[src/rtl/vga_timing_gen.sv]
// ---------------------------------------------------------------------------
// VgaTimingGen (module vga_timing_gen)
//
// Purpose:
//   Raster timing generator for the VGA path. It produces the current pixel
//   position, the active-video flag, the connector sync pins and the line and
//   frame start strobes. The drawing stage consumes all of these on the same
//   pixel_clock. The default timing is 640x480 @ 60 Hz (800x525 total), with
//   one pixel per clock.
//
// Ports:
//   pixel_clock  in   1   pixel clock, rising edge
//   rst          in   1   asynchronous, active-high reset
//   hPos         out  10  horizontal count, 0..H_TOTAL-1
//   vPos         out  10  vertical count, 0..V_TOTAL-1
//   videoOn      out  1   high inside the visible H_ACTIVE x V_ACTIVE window
//   hsync        out  1   horizontal sync, asserted level = SYNC_POL
//   vsync        out  1   vertical sync, asserted level = SYNC_POL
//   line_start   out  1   one-cycle pulse when hPos==0
//   frame_start  out  1   one-cycle pulse when hPos==0 and vPos==0
//   frame_count  out  16  frames completed since reset
//
// Configuration:
//   VGA_FRAME_COUNT_EN - when defined, frame_count counts frames. When it is
//   undefined, frame_count is tied to zero and no counter logic exists.
// ---------------------------------------------------------------------------
module vga_timing_gen #(
  parameter int H_ACTIVE = 640,
  parameter int H_FP     = 16,
  parameter int H_SYNC   = 96,
  parameter int H_BP     = 48,
  parameter int V_ACTIVE = 480,
  parameter int V_FP     = 10,
  parameter int V_SYNC   = 2,
  parameter int V_BP     = 33,
  parameter int SYNC_POL = 0
) (
  input  logic        pixel_clock,
  input  logic        rst,
  output logic [9:0]  hPos,
  output logic [9:0]  vPos,
  output logic        videoOn,
  output logic        hsync,
  output logic        vsync,
  output logic        line_start,
  output logic        frame_start,
  output logic [15:0] frame_count
);

  // Counter limits and sync windows. These are pre-sized to the 10-bit
  // counter width so that every compare below is between equal widths.
  localparam logic [9:0] H_LAST   = 10'(H_ACTIVE + H_FP + H_SYNC + H_BP - 1);
  localparam logic [9:0] V_LAST   = 10'(V_ACTIVE + V_FP + V_SYNC + V_BP - 1);
  localparam logic [9:0] H_VIS    = 10'(H_ACTIVE);
  localparam logic [9:0] V_VIS    = 10'(V_ACTIVE);
  localparam logic [9:0] HS_FIRST = 10'(H_ACTIVE + H_FP);
  localparam logic [9:0] HS_LAST  = 10'(H_ACTIVE + H_FP + H_SYNC - 1);
  localparam logic [9:0] VS_FIRST = 10'(V_ACTIVE + V_FP);
  localparam logic [9:0] VS_LAST  = 10'(V_ACTIVE + V_FP + V_SYNC - 1);
  localparam logic       SYNC_ON  = (SYNC_POL != 0);
  localparam logic       SYNC_OFF = !SYNC_ON;

  logic [9:0] hCnt_q, hCnt_d;
  logic [9:0] vCnt_q, vCnt_d;
  logic       hWrap;
  logic       videoOn_q, videoOn_d;
  logic       hsync_q, hsync_d;
  logic       vsync_q, vsync_d;
  logic       lineStart_q, lineStart_d;
  logic       frameStart_q, frameStart_d;

  // Next-position logic. A count at or beyond its last value is treated as
  // terminal, so any out-of-range state falls back to 0 at the next wrap
  // decision. All flags are decoded from the next position, not the current
  // one. As a result, the flags register on the same edge as the counters and
  // describe exactly the pixel that the counters present.
  always_comb begin
    hWrap  = (hCnt_q >= H_LAST);
    hCnt_d = hWrap ? 10'd0 : hCnt_q + 10'd1;
    vCnt_d = vCnt_q;
    if (hWrap) begin
      vCnt_d = (vCnt_q >= V_LAST) ? 10'd0 : vCnt_q + 10'd1;
    end
    videoOn_d    = (hCnt_d < H_VIS) && (vCnt_d < V_VIS);
    hsync_d      = ((hCnt_d >= HS_FIRST) && (hCnt_d <= HS_LAST)) ? SYNC_ON : SYNC_OFF;
    vsync_d      = ((vCnt_d >= VS_FIRST) && (vCnt_d <= VS_LAST)) ? SYNC_ON : SYNC_OFF;
    lineStart_d  = (hCnt_d == 10'd0);
    frameStart_d = (hCnt_d == 10'd0) && (vCnt_d == 10'd0);
  end

  // Position and flag registers. Reset parks the raster on the last pixel of
  // the frame. That pixel lies in the back porch, so the reset flag values
  // agree with the decode. The first edge after release therefore lands on
  // (0,0) and raises frame_start.
  always_ff @(posedge pixel_clock or posedge rst) begin
    if (rst) begin
      hCnt_q       <= H_LAST;
      vCnt_q       <= V_LAST;
      videoOn_q    <= 1'b0;
      hsync_q      <= SYNC_OFF;
      vsync_q      <= SYNC_OFF;
      lineStart_q  <= 1'b0;
      frameStart_q <= 1'b0;
    end else begin
      hCnt_q       <= hCnt_d;
      vCnt_q       <= vCnt_d;
      videoOn_q    <= videoOn_d;
      hsync_q      <= hsync_d;
      vsync_q      <= vsync_d;
      lineStart_q  <= lineStart_d;
      frameStart_q <= frameStart_d;
    end
  end

  assign hPos        = hCnt_q;
  assign vPos        = vCnt_q;
  assign videoOn     = videoOn_q;
  assign hsync       = hsync_q;
  assign vsync       = vsync_q;
  assign line_start  = lineStart_q;
  assign frame_start = frameStart_q;

`ifdef VGA_FRAME_COUNT_EN
  logic [15:0] frameCnt_q, frameCnt_d;
  logic        firstSeen_q, firstSeen_d;

  // Frame counter. The first frame_start after reset only arms the counter,
  // so that frame shows 0. Each later frame_start adds one on the same edge
  // that raises frame_start, which keeps the value aligned with the strobe.
  // The count wraps naturally from 0xFFFF to 0x0000.
  always_comb begin
    frameCnt_d  = frameCnt_q;
    firstSeen_d = firstSeen_q;
    if (frameStart_d) begin
      if (firstSeen_q) begin
        frameCnt_d = frameCnt_q + 16'd1;
      end
      firstSeen_d = 1'b1;
    end
  end

  // Frame counter registers, cleared together with the raster.
  always_ff @(posedge pixel_clock or posedge rst) begin
    if (rst) begin
      frameCnt_q  <= 16'd0;
      firstSeen_q <= 1'b0;
    end else begin
      frameCnt_q  <= frameCnt_d;
      firstSeen_q <= firstSeen_d;
    end
  end

  assign frame_count = frameCnt_q;
`else
  assign frame_count = 16'd0;
`endif

endmodule
[config.mk]
export PLATFORM = sky130hd
export DESIGN_NAME = vga_timing_gen
export DESIGN_NICKNAME = d
export VERILOG_FILES = /design/src/rtl/vga_timing_gen.sv
export SDC_FILE = /design/constraint.sdc
export NUM_CORES = 1
export LEC_CHECK = 0
export ABC_AREA = 1
export ABC_CLOCK_PERIOD_IN_PS = 1810
export CAP_MARGIN = 15
export CORE_ASPECT_RATIO = 0.75
export CORE_MARGIN = 1.5
export CORE_UTILIZATION = 45
export CTS_CLUSTER_SIZE = 40
export DETAILED_ROUTE_END_ITERATION = 10
export GPL_ROUTABILITY_DRIVEN = 0
export HOLD_SLACK_MARGIN = 0.15
export PLACE_DENSITY = 0.8
export SYNTH_ARGS = -nofsm -noshare
export SYNTH_HDL_FRONTEND = slang
export SYNTH_SLANG_ARGS = --single-unit
[constraint.sdc]
create_clock -name pixel_clock -period 1.81 [get_ports pixel_clock]
set_clock_uncertainty 0.2 [all_clocks]
set_input_delay 0.362 -clock pixel_clock [delete_from_list [all_inputs] [get_ports pixel_clock]]
set_output_delay 0.362 -clock pixel_clock [all_outputs]
set_load 0.01 [all_outputs]
-- After elaboration in Yosys (flattened, before gate mapping)
Cells that the tools add are included.
- logic and storage cells: 28
- flip-flop bits (word level): 25
- order comparisons: 8
- multiplexer cells: 5
- reductions and logical operators: 6
- add/subtract/negate cells: 2
- operators by type and width (operator ; number):
    $ge 10x10->1 const B ; 3
    $mux 10 ; 3
    $add 10x1->10 const B ; 2
    $logic_not 10->1 ; 2
    $ge 10x9->1 const B ; 1
    $le 10x10->1 const B ; 1
    $le 10x9->1 const B ; 1
    $lt 10x10->1 const B ; 1
    $lt 10x9->1 const B ; 1
    $logic_and 1x1->1 ; 4
    $mux 1 ; 2

-- Logic depth before layout (Yosys ltp)
Gate-level depths: netlist of run 1.
- word-level depth: 6
- gate-level depth with buffers: 14

-- Worst setup path after synthesis of run 1
Ideal clock, no wire load.
- kind: reg-to-reg
- start point: reg hCnt_q[0], in the netlist hPos[0]
- end point: reg frameStart_q, in the netlist frame_start
- buffers on the path: 1
- required time: 1.541 ns
- slack: -0.188 ns
- setup time: 0.069 ns
- arrival: 1.730 ns
- period minus slack after synthesis: 1.998 ns
- cell stages (with the launch flop): 13
- cells stage by stage: dfstp_2 ha_1 nand2_2 nor2_1 nor2_2 nor2_4 buf_6 nand3_1 nand3_1 nand2_1 nor2_1 nand2_2 nor2_2
- word-level cells in the longest chain between the ends: 4
- ends and longest elaborated chain (element ; RTL line ; source):
    start: declaration ; 63 ; logic [9:0] hCnt_q, hCnt_d;
    start signal: assignment ; 105 ; hCnt_q <= hCnt_d;
    $add 10x1->10 / $ge 10x10->1 (equally long branches) ; 79, 78 ;
    $mux 10 (on tied branches) ; 79, 81 ;
    $logic_not 10->1 ; 88 ; frameStart_d = (hCnt_d == 10'd0) && (vCnt_d == 10'd0);
    $logic_and 1x1->1 (*) ; 88 ;
    named net frameStart_d ; 70 ; logic frameStart_q, frameStart_d;
    end signal: assignment ; 111 ; frameStart_q <= frameStart_d;
    end: declaration ; 70 ;
The timed path passes the listed nets; every way through them passes the cells marked *.

-- Final worst setup path of run 1
- start point: reg vCnt_q[2], in the netlist vPos[2]
- end point: reg vsync_q, in the netlist vsync
- word-level cells in the longest chain between the ends: 6
- ends and longest elaborated chain (element ; RTL line ; source):
    start: declaration ; 64 ; logic [9:0] vCnt_q, vCnt_d;
    start signal: assignment ; 106 ; vCnt_q <= vCnt_d;
    $add 10x1->10 / $ge 10x10->1 (equally long branches) ; 82 ; vCnt_d = (vCnt_q >= V_LAST) ? 10'd0 : vCnt_q + 10'd1;
    $mux 10 ; 82 ;
    $mux 10 (*) ; 81 ; if (hWrap) begin
    $ge 10x9->1 / $le 10x9->1 (equally long branches) ; 86 ; vsync_d = ((vCnt_d >= VS_FIRST) && (vCnt_d <= VS_LAST)) ? SYNC_ON : SYNC_OFF;
    $logic_and 1x1->1 (*) ; 86 ;
    $mux 1 (*) ; 86 ;
    named net vsync_d ; 68 ; logic vsync_q, vsync_d;
    end signal: assignment ; 109 ; vsync_q <= vsync_d;
    end: declaration ; 68 ;
Marks and branches as above.

==> run_summary.xml, run 1 <==
<?xml version="1.0" encoding="UTF-8"?>
<metrics>
  <group name="setup_path">
    <metric name="cp.buffers_inverters" unit="">2</metric>
    <metric name="critical_path.cell_chain" unit="">buf_12 &gt; nand2_1 &gt; nor2_1 &gt; nand2_1 &gt; nor2_1 &gt; nand2_1 &gt; nand2_1 &gt; nand3_2 &gt; buf_4 &gt; nor2_1 &gt; nor2_1 &gt; nand2_1</metric>
    <metric name="crit_arrival" unit="ps">2240</metric>
    <metric name="critical_path.max_fanout" unit="">5</metric>
    <metric name="crit-reg2reg-launch" unit="">vPos[2]</metric>
    <metric name="crit_path_top_delay_cell" unit="">sky130_fd_sc_hd__dfstp_2</metric>
    <metric name="timing.reg2reg.setup_slack" unit="ps">-400</metric>
    <metric name="crit_path_max_incr_delay" unit="ps">580</metric>
    <metric name="crit_required" unit="ps">1830</metric>
    <metric name="timing.critical_path.to_type" unit="">register</metric>
    <metric name="cp-startpoint" unit="">vPos[2]</metric>
    <metric name="most_frequent_cell_on_critical_path" unit="">sky130_fd_sc_hd__nand2_1</metric>
    <metric name="timing.setup.critical_path_class" unit="">reg2reg</metric>
    <metric name="cp_top_family" unit="">simple AND/OR/NAND/NOR gates</metric>
    <metric name="timing.critical_path.from_type" unit="">register</metric>
    <metric name="r2r-end" unit="">vsync</metric>
    <metric name="worst_reg2reg_path_length_in_cells" unit="">12</metric>
  </group>
  <group name="detailed_routing">
    <metric name="routed_wirelength" unit="mm">6.59</metric>
    <metric name="routed_via_count_divided_by_cell_count" unit="">5.35</metric>
    <metric name="total_number_of_vias" unit="">2224</metric>
    <metric name="route.detailed.wl_per_inst" unit="um">15.8</metric>
    <metric name="first_pass_iters" unit="">5</metric>
    <metric name="drtIter0Drc" unit="">260</metric>
    <metric name="drcViolationCount" unit="">0</metric>
    <metric name="final_antenna_net_count" unit="">0</metric>
  </group>
  <group name="sta">
    <metric name="final_worst_slack" unit="ps">-405</metric>
    <metric name="report.final.setup_viol" unit="">21</metric>
    <metric name="timing_hold_violations_final" unit="">0</metric>
    <metric name="fin_crit_sh" unit="%">122</metric>
    <metric name="final_period_minus_worst_setup_slack" unit="ps">2210</metric>
    <metric name="finalMaxSlewViolations" unit="">0</metric>
    <metric name="finalSetupTns" unit="ps">-2410</metric>
    <metric name="setup_repair_after_global_routing_missed_its_margin" unit="">true</metric>
    <metric name="maxClockFrequency" unit="MHz">452</metric>
  </group>
  <group name="global_routing">
    <metric name="grt-ovfl-total" unit="">0</metric>
    <metric name="grt_usage" unit="%">26.6</metric>
    <metric name="number_of_antenna_violations_at_the_first_check_in_global_routing" unit="">0</metric>
    <metric name="grt_use_met2" unit="%">46.0</metric>
    <metric name="grt_pass1_vias" unit="">1968</metric>
    <metric name="grt_util_met3" unit="%">4.09</metric>
    <metric name="grt_start_max_net_pins" unit="">26</metric>
    <metric name="grt_peak_use_layer" unit="">met2</metric>
    <metric name="wire_length_of_the_first_global_routing_pass" unit="mm">9.07</metric>
    <metric name="grt.met1_usage" unit="%">33.9</metric>
  </group>
  <group name="cells_and_area">
    <metric name="num-nets-final" unit="">370</metric>
    <metric name="layout.filler_cells" unit="">229</metric>
    <metric name="most_frequent_standard_cell_in_the_layout_excluding_fill_and_tap_cells" unit="">sky130_fd_sc_hd__nand2_1</metric>
    <metric name="layout-drive-gt1-share" unit="%">40.1</metric>
    <metric name="area_taken_by_multi_input_logic_gates" unit="mm^2">0.00116</metric>
    <metric name="diode_count" unit="">0</metric>
    <metric name="flow.area_growth_from_synthesis" unit="%">59.1</metric>
    <metric name="final_design_area_no_fill" unit="mm^2">0.00290</metric>
    <metric name="layout.cells.most_common_list" unit="">sky130_fd_sc_hd__nand2_1 (67), sky130_fd_sc_hd__buf_4 (57), sky130_fd_sc_hd__inv_1 (31), sky130_fd_sc_hd__nor2_1 (29), sky130_fd_sc_hd__nand3_1 (18)</metric>
    <metric name="layoutNonFillerInstCount" unit="">416</metric>
    <metric name="register_area" unit="um^2">643</metric>
    <metric name="post_route_utilization" unit="%">77.1</metric>
  </group>
  <group name="clock_network">
    <metric name="clkSlewWorstSetupHoldPaths" unit="ps">100</metric>
    <metric name="cts-buffers-inserted" unit="">3</metric>
    <metric name="cts-hold-fix-buffers" unit="">0</metric>
    <metric name="cts_tree" unit="">done</metric>
    <metric name="cts_htree_levels" unit="">1</metric>
    <metric name="clock_sink_count" unit="">25</metric>
    <metric name="clock_tree.buffer_depth" unit="">2</metric>
    <metric name="root_buffer" unit="">sky130_fd_sc_hd__clkbuf_8</metric>
    <metric name="insertion_delay" unit="ps">270</metric>
  </group>
  <group name="logic_synthesis">
    <metric name="synth.area.top_cells" unit="">sky130_fd_sc_hd__dfrtp_1 (18%), sky130_fd_sc_hd__dfstp_2 (17%), sky130_fd_sc_hd__nand2_1 (16%), sky130_fd_sc_hd__nor2_1 (7.4%), sky130_fd_sc_hd__inv_1 (7.2%)</metric>
    <metric name="netlist-cell-type-count" unit="">26</metric>
    <metric name="synth_warnings" unit="">0</metric>
    <metric name="synth_seq_cells" unit="">25</metric>
    <metric name="synth_area" unit="mm^2">0.00182</metric>
    <metric name="synth_top_area_share" unit="%">17.9</metric>
    <metric name="post-synth-top-area-cell" unit="">sky130_fd_sc_hd__dfrtp_1</metric>
    <metric name="synthesis.instances" unit="">267</metric>
    <metric name="yosysSeqAreaShare" unit="%">35.2</metric>
    <metric name="synth_area_per_cell" unit="um^2">6.82</metric>
  </group>
  <group name="job">
    <metric name="maxCapViolCount" unit="">0</metric>
  </group>
  <group name="die">
    <metric name="ios" unit="">43</metric>
    <metric name="floorplan.initialDensity" unit="%">48.5</metric>
    <metric name="die-area" unit="mm^2">0.00444</metric>
    <metric name="die_h" unit="um">58.1</metric>
    <metric name="die_x" unit="um">76.4</metric>
    <metric name="placement_rows" unit="">19</metric>
    <metric name="core_area" unit="mm^2">0.00376</metric>
  </group>
  <group name="power_and_ir_drop">
    <metric name="power.density" unit="mW/mm^2">327</metric>
    <metric name="power_leakage" unit="nW">1.60</metric>
    <metric name="total_power" unit="W">0.000946</metric>
    <metric name="vdd_ir_drop_max" unit="V">0.000357</metric>
  </group>
  <group name="place">
    <metric name="port_buffers" unit="">26</metric>
    <metric name="post-place-cells" unit="">389</metric>
    <metric name="hpwlAfterDp" unit="mm">3.70</metric>
    <metric name="dpl-instance-area" unit="mm^2">0.00245</metric>
  </group>
  <group name="outcome">
    <metric name="outcome" unit="">finished with violations</metric>
    <metric name="violations" unit="">negative setup slack</metric>
  </group>
  <group name="worst_hold_path">
    <metric name="timing.hold.worst.class" unit="">in2async</metric>
  </group>
</metrics>
## layer usage
layer | vias up | part of all wire [%]
li1 | 998 | -
met2 | 154 | 46
met4 | 0 | 4.8
met1 | 1029 | 39
met3 | 43 | 10
met5 | - | 0
## per-stage QoR
| stage | setup WS [ps] | hold WS, ps |
|---|---|---|
| floorplan | -124 | 180 |
| global placement | -225 | 419 |
| detailed placement | -279 | 424 |
| CTS | -232 | 233 |
| global route | -499 | 287 |
| finish | -405 | 230 |
## where the power goes
part,switching [W],internal [W]
clock network,0.000195,0.000162
logic,0.0000263,0.00000346
registers,0,0.000560
## worst max-delay path by stage
stage	slack, ps	endpoint	cells past startpoint
after floorplan	-120	frame_start	12
after global placement	-220	frame_start	11
after detailed placement	-280	frame_start	11
after CTS	-230	frame_start	12
after global routing	-500	vsync	12
final	-400	vsync	12
## registers in the layout, summed over array words and instances (netlist names)
register     cells
frame_start      1
hPos            10
hsync            1
line_start       1
vPos            10
videoOn          1
vsync            1
## cell usage after synthesis
library cell,n
sky130_fd_sc_hd__conb_1,1
sky130_fd_sc_hd__nor2_1,36
sky130_fd_sc_hd__nor2_4,3
sky130_fd_sc_hd__nand2_2,4
sky130_fd_sc_hd__nor2_2,5
sky130_fd_sc_hd__nand3_1,26
sky130_fd_sc_hd__o21ai_2,3
sky130_fd_sc_hd__nand4_1,7
sky130_fd_sc_hd__a21oi_1,1
sky130_fd_sc_hd__inv_2,5
sky130_fd_sc_hd__xor2_1,1
sky130_fd_sc_hd__dfrtp_1,13
sky130_fd_sc_hd__inv_1,35
sky130_fd_sc_hd__nor3_1,2
sky130_fd_sc_hd__o21bai_1,2
sky130_fd_sc_hd__ha_1,3
sky130_fd_sc_hd__o21ai_0,2
sky130_fd_sc_hd__clkinv_2,1
sky130_fd_sc_hd__nand2_8,1
sky130_fd_sc_hd__dfstp_2,12
sky130_fd_sc_hd__a31oi_1,3
sky130_fd_sc_hd__o21ai_1,1
sky130_fd_sc_hd__nand2_4,2
sky130_fd_sc_hd__buf_4,16
sky130_fd_sc_hd__nand2_1,80
sky130_fd_sc_hd__buf_6,2
## kinds of logic after synthesis
group | after synthesis | synth area share (%)
DFF | 25 | 35.2
other | 1 | 0.206
adders and majority gates | 3 | 2.06
buffers and inverters | 59 | 16.4
AOI/OAI and AO/OA | 12 | 4.40
and+or+nand+nor | 166 | 41.3
xor gates and xnor gates | 1 | 0.481
## cell type report
cell class                 instances  share of cell area [%]
clock buffer                       3                    1.43
clock inverter                     1                   0.302
inverter                          41                    5.66
multi-input combinational        200                    40.2
sequential                        25                    22.2
tap                               52                    2.25
timing repair buffer              94                    27.9
## worst min-delay path: stages
cell	delay, ps
sky130_fd_sc_hd__clkdlybuf4s50_1	390
sky130_fd_sc_hd__inv_1	50
sky130_fd_sc_hd__buf_4	310
## repair_timing
action,4_1_cts,5_1_grt
gates resized for setup,48,40
buffers inserted,16,6
pin swaps,12,20
gates cloned,1,1
endpoints found under the setup margin,38,26
hold endpoints to repair,0,0
No activity file was read; power rests on OpenSTA's default activity.
==> inputs of run 2 (changes only) <==
--- a/config.mk
+++ b/config.mk
@@ -9,13 +9,15 @@
 export ABC_CLOCK_PERIOD_IN_PS = 1810
 export CAP_MARGIN = 15
 export CORE_ASPECT_RATIO = 0.75
-export CORE_MARGIN = 1.5
+export CORE_MARGIN = 2
 export CORE_UTILIZATION = 45
 export CTS_CLUSTER_SIZE = 40
 export DETAILED_ROUTE_END_ITERATION = 10
 export GPL_ROUTABILITY_DRIVEN = 0
+export GPL_TIMING_DRIVEN = 0
 export HOLD_SLACK_MARGIN = 0.15
 export PLACE_DENSITY = 0.8
+export RECOVER_POWER = 50
 export SYNTH_ARGS = -nofsm -noshare
 export SYNTH_HDL_FRONTEND = slang
 export SYNTH_SLANG_ARGS = --single-unit
==> run 2 against run 1 <==
  * The run still ends with negative setup slack left
  * Cell count shrank 6.5%
  * Clock-buffer cell count is the same
  * Sequential share of layout area up 2.1 points
  * Critical path depth is 1 higher
  * Total power up 1.5%
  * First-iteration DRC count increased by 12%
  * Largest power group unchanged
  * Maximum frequency increased by 4.0%
  * Critical path type unchanged
  * Design area down 8.6%
  * Global-route usage decreased by 4.6 points
  * Non-clock buffer count is 25 lower
  * Highest routed layer unchanged
  * Register-to-register slack gained 80 ps
  * Utilization decreased by 7.1 points
==> run_summary.xml, run 2 (synthesis results as in run 1) <==
<?xml version="1.0" encoding="UTF-8"?>
<metrics>
  <group name="sta">
    <metric name="max-slew-margin-rel" unit="%">35.5</metric>
    <metric name="setup_repair_after_global_routing_missed_its_margin" unit="">true</metric>
    <metric name="final_worst_slack" unit="ps">-321</metric>
    <metric name="fin_crit_sh" unit="%">118</metric>
    <metric name="finalMaxSlewViolations" unit="">0</metric>
    <metric name="maxClockFrequency" unit="MHz">469</metric>
    <metric name="report.final.setup_viol" unit="">13</metric>
    <metric name="final_period_minus_worst_setup_slack" unit="ps">2130</metric>
    <metric name="worstMarginPinSlew" unit="ps">967</metric>
    <metric name="timing_hold_violations_final" unit="">0</metric>
  </group>
  <group name="detailed_routing">
    <metric name="drtIter0Drc" unit="">290</metric>
    <metric name="route.detailed.wl_per_inst" unit="um">14.3</metric>
    <metric name="m1WireLength" unit="mm">2.30</metric>
    <metric name="total_number_of_vias" unit="">1967</metric>
    <metric name="final_antenna_net_count" unit="">0</metric>
    <metric name="highest_layer" unit="">met4</metric>
    <metric name="routed_wirelength" unit="mm">5.56</metric>
    <metric name="first_pass_iters" unit="">6</metric>
    <metric name="met3_length" unit="um">525</metric>
    <metric name="routed_via_count_divided_by_cell_count" unit="">5.06</metric>
    <metric name="wl_met2" unit="mm">2.56</metric>
    <metric name="drcViolationCount" unit="">0</metric>
  </group>
  <group name="cells_and_area">
    <metric name="num-nets-final" unit="">343</metric>
    <metric name="flow.area_growth_from_synthesis" unit="%">45.4</metric>
    <metric name="layout-drive-gt1-share" unit="%">33.5</metric>
    <metric name="layoutNonFillerInstCount" unit="">389</metric>
    <metric name="final_design_area_no_fill" unit="mm^2">0.00265</metric>
    <metric name="most_frequent_standard_cell_in_the_layout_excluding_fill_and_tap_cells" unit="">sky130_fd_sc_hd__nand2_1</metric>
    <metric name="diode_count" unit="">0</metric>
    <metric name="layout.cells.most_common_list" unit="">sky130_fd_sc_hd__nand2_1 (72), sky130_fd_sc_hd__buf_4 (36), sky130_fd_sc_hd__inv_1 (34), sky130_fd_sc_hd__nor2_1 (29), sky130_fd_sc_hd__nand3_1 (18)</metric>
  </group>
  <group name="outcome">
    <metric name="violations" unit="">negative setup slack</metric>
    <metric name="outcome" unit="">finished with violations</metric>
  </group>
  <group name="clock_network">
    <metric name="clock_tree.buffer_depth" unit="">2</metric>
    <metric name="cts_htree_levels" unit="">1</metric>
    <metric name="insertion_delay" unit="ps">280</metric>
    <metric name="clock_sink_count" unit="">25</metric>
    <metric name="clkSlewWorstSetupHoldPaths" unit="ps">90</metric>
    <metric name="cts_tree" unit="">done</metric>
    <metric name="cts-hold-fix-buffers" unit="">0</metric>
    <metric name="root_buffer" unit="">sky130_fd_sc_hd__clkbuf_8</metric>
    <metric name="cts-buffers-inserted" unit="">3</metric>
  </group>
  <group name="job">
    <metric name="maxCapViolCount" unit="">0</metric>
  </group>
  <group name="worst_hold_path">
    <metric name="timing.hold.worst_path_depth" unit="">2</metric>
    <metric name="holdPathEnd" unit="">hPos[3]</metric>
    <metric name="hold_path_startpoint" unit="">hPos[3]</metric>
    <metric name="timing.hold.worst.class" unit="">reg2reg</metric>
  </group>
  <group name="setup_path">
    <metric name="crit_required" unit="ps">1820</metric>
    <metric name="cp-startpoint" unit="">hPos[1]</metric>
    <metric name="crit_arrival" unit="ps">2140</metric>
    <metric name="timing.setup.critical_path_class" unit="">reg2reg</metric>
    <metric name="timing.reg2reg.setup_slack" unit="ps">-320</metric>
    <metric name="worst_reg2reg_path_length_in_cells" unit="">13</metric>
    <metric name="timing.critical_path.from_type" unit="">register</metric>
    <metric name="critical_path.max_fanout" unit="">4</metric>
    <metric name="r2r-end" unit="">frame_start</metric>
    <metric name="timing.critical_path.to_type" unit="">register</metric>
    <metric name="crit-reg2reg-launch" unit="">hPos[1]</metric>
  </group>
  <group name="global_routing">
    <metric name="grt_usage" unit="%">22.0</metric>
    <metric name="number_of_antenna_violations_at_the_first_check_in_global_routing" unit="">0</metric>
    <metric name="grt-ovfl-total" unit="">0</metric>
    <metric name="wire_length_of_the_first_global_routing_pass" unit="mm">7.90</metric>
    <metric name="grt_start_max_net_pins" unit="">26</metric>
    <metric name="grt_pass1_vias" unit="">1638</metric>
  </group>
  <group name="die">
    <metric name="die-area" unit="mm^2">0.00458</metric>
    <metric name="die_x" unit="um">77.4</metric>
    <metric name="floorplan.initialDensity" unit="%">48.2</metric>
    <metric name="ios" unit="">43</metric>
    <metric name="die_h" unit="um">59.1</metric>
    <metric name="placement_rows" unit="">19</metric>
    <metric name="core_area" unit="mm^2">0.00378</metric>
  </group>
  <group name="power_and_ir_drop">
    <metric name="power.density" unit="mW/mm^2">363</metric>
    <metric name="vdd_ir_drop_max" unit="V">0.000499</metric>
    <metric name="power_leakage" unit="nW">1.45</metric>
  </group>
  <group name="place">
    <metric name="dpl-instance-area" unit="mm^2">0.00224</metric>
    <metric name="hpwlAfterDp" unit="mm">3.23</metric>
    <metric name="post-place-cells" unit="">360</metric>
    <metric name="port_buffers" unit="">26</metric>
  </group>
</metrics>
[run 2: cell types whose count changed in the layout (fill, tap and decap cells not counted), moves of 3 or more]
cell                              change
sky130_fd_sc_hd__buf_4               -21
sky130_fd_sc_hd__buf_6                -6
sky130_fd_sc_hd__clkdlybuf4s15_1      -6
sky130_fd_sc_hd__nand2_1              +5
sky130_fd_sc_hd__nand2_4              -5
sky130_fd_sc_hd__dlygate4sd2_1        +3
sky130_fd_sc_hd__inv_1                +3
[run 2: timing repair]
action                                  CTS  global route
endpoints found under the setup margin   33            17
gates resized for setup                  39            27
cloned                                    1             0
buffers inserted                         15             9
pin swaps                                15            17
[run 2: cell type report]
cell class,count,area [um^2]
clock buffer,3,41.3
clock inverter,1,5.00
sequential,25,644
multi-input combinational,198,1110
timing repair buffer,51,477
inverter,41,159
fill,268,1130
tap,52,65.1
buffer,18,146
[run 2: per-stage QoR]
step           hold slack [ps]  utilization, %  setup TNS, ps  setup slack, ps  total power (W)
2_1_floorplan              180               -           -347             -124         0.000618
3_3_place_gp               314            59.2          -1050             -338         0.000623
3_5_place_dp               322            59.2          -1260             -336         0.000623
4_1_cts                    332            65.3           -843             -204         0.000963
5_1_grt                    363            70.0          -3170             -423         0.000989
6_report                   336            70.0          -1650             -321         0.000960
[run 2: where the power goes]
part	switching (W)	total (W)	internal (W)
sequential	0	0.000560	0.000560
clock	0.000193	0.000347	0.000155
combinational	0.0000299	0.0000536	0.0000237
total	0.000223	0.000960	0.000738
[run 2: worst max-delay path by stage]
| stage | end | slack [ps] | cells past startpoint |
|---|---|---|---|
| after floorplan | frame_start | -120 | 12 |
| after global routing | frame_start | -420 | 13 |
| after CTS | videoOn | -200 | 13 |
| final | frame_start | -320 | 13 |
| after global placement | frame_start | -340 | 12 |
| after detailed placement | frame_start | -340 | 12 |
[run 2: layer usage]
layer  GRT usage, %  vias to the layer above
met3           4.27                       29
li1               -                      939
met5              0                        -
met1           32.2                      886
met2           33.9                      113
met4           5.10                        0
[run 2: critical path, cell delays in order, from the launching register on]
cell	delay [ps]
sky130_fd_sc_hd__dfstp_2	570
sky130_fd_sc_hd__ha_4	160
sky130_fd_sc_hd__nand2_4	70
sky130_fd_sc_hd__nor2_4	110
sky130_fd_sc_hd__nor2_2	50
sky130_fd_sc_hd__nor2_4	160
sky130_fd_sc_hd__buf_4	130
sky130_fd_sc_hd__buf_6	110
sky130_fd_sc_hd__nand3_2	90
sky130_fd_sc_hd__nand3_2	120
sky130_fd_sc_hd__nand2_1	60
sky130_fd_sc_hd__nor2_1	80
sky130_fd_sc_hd__nand2_1	60
sky130_fd_sc_hd__nor2_2	90
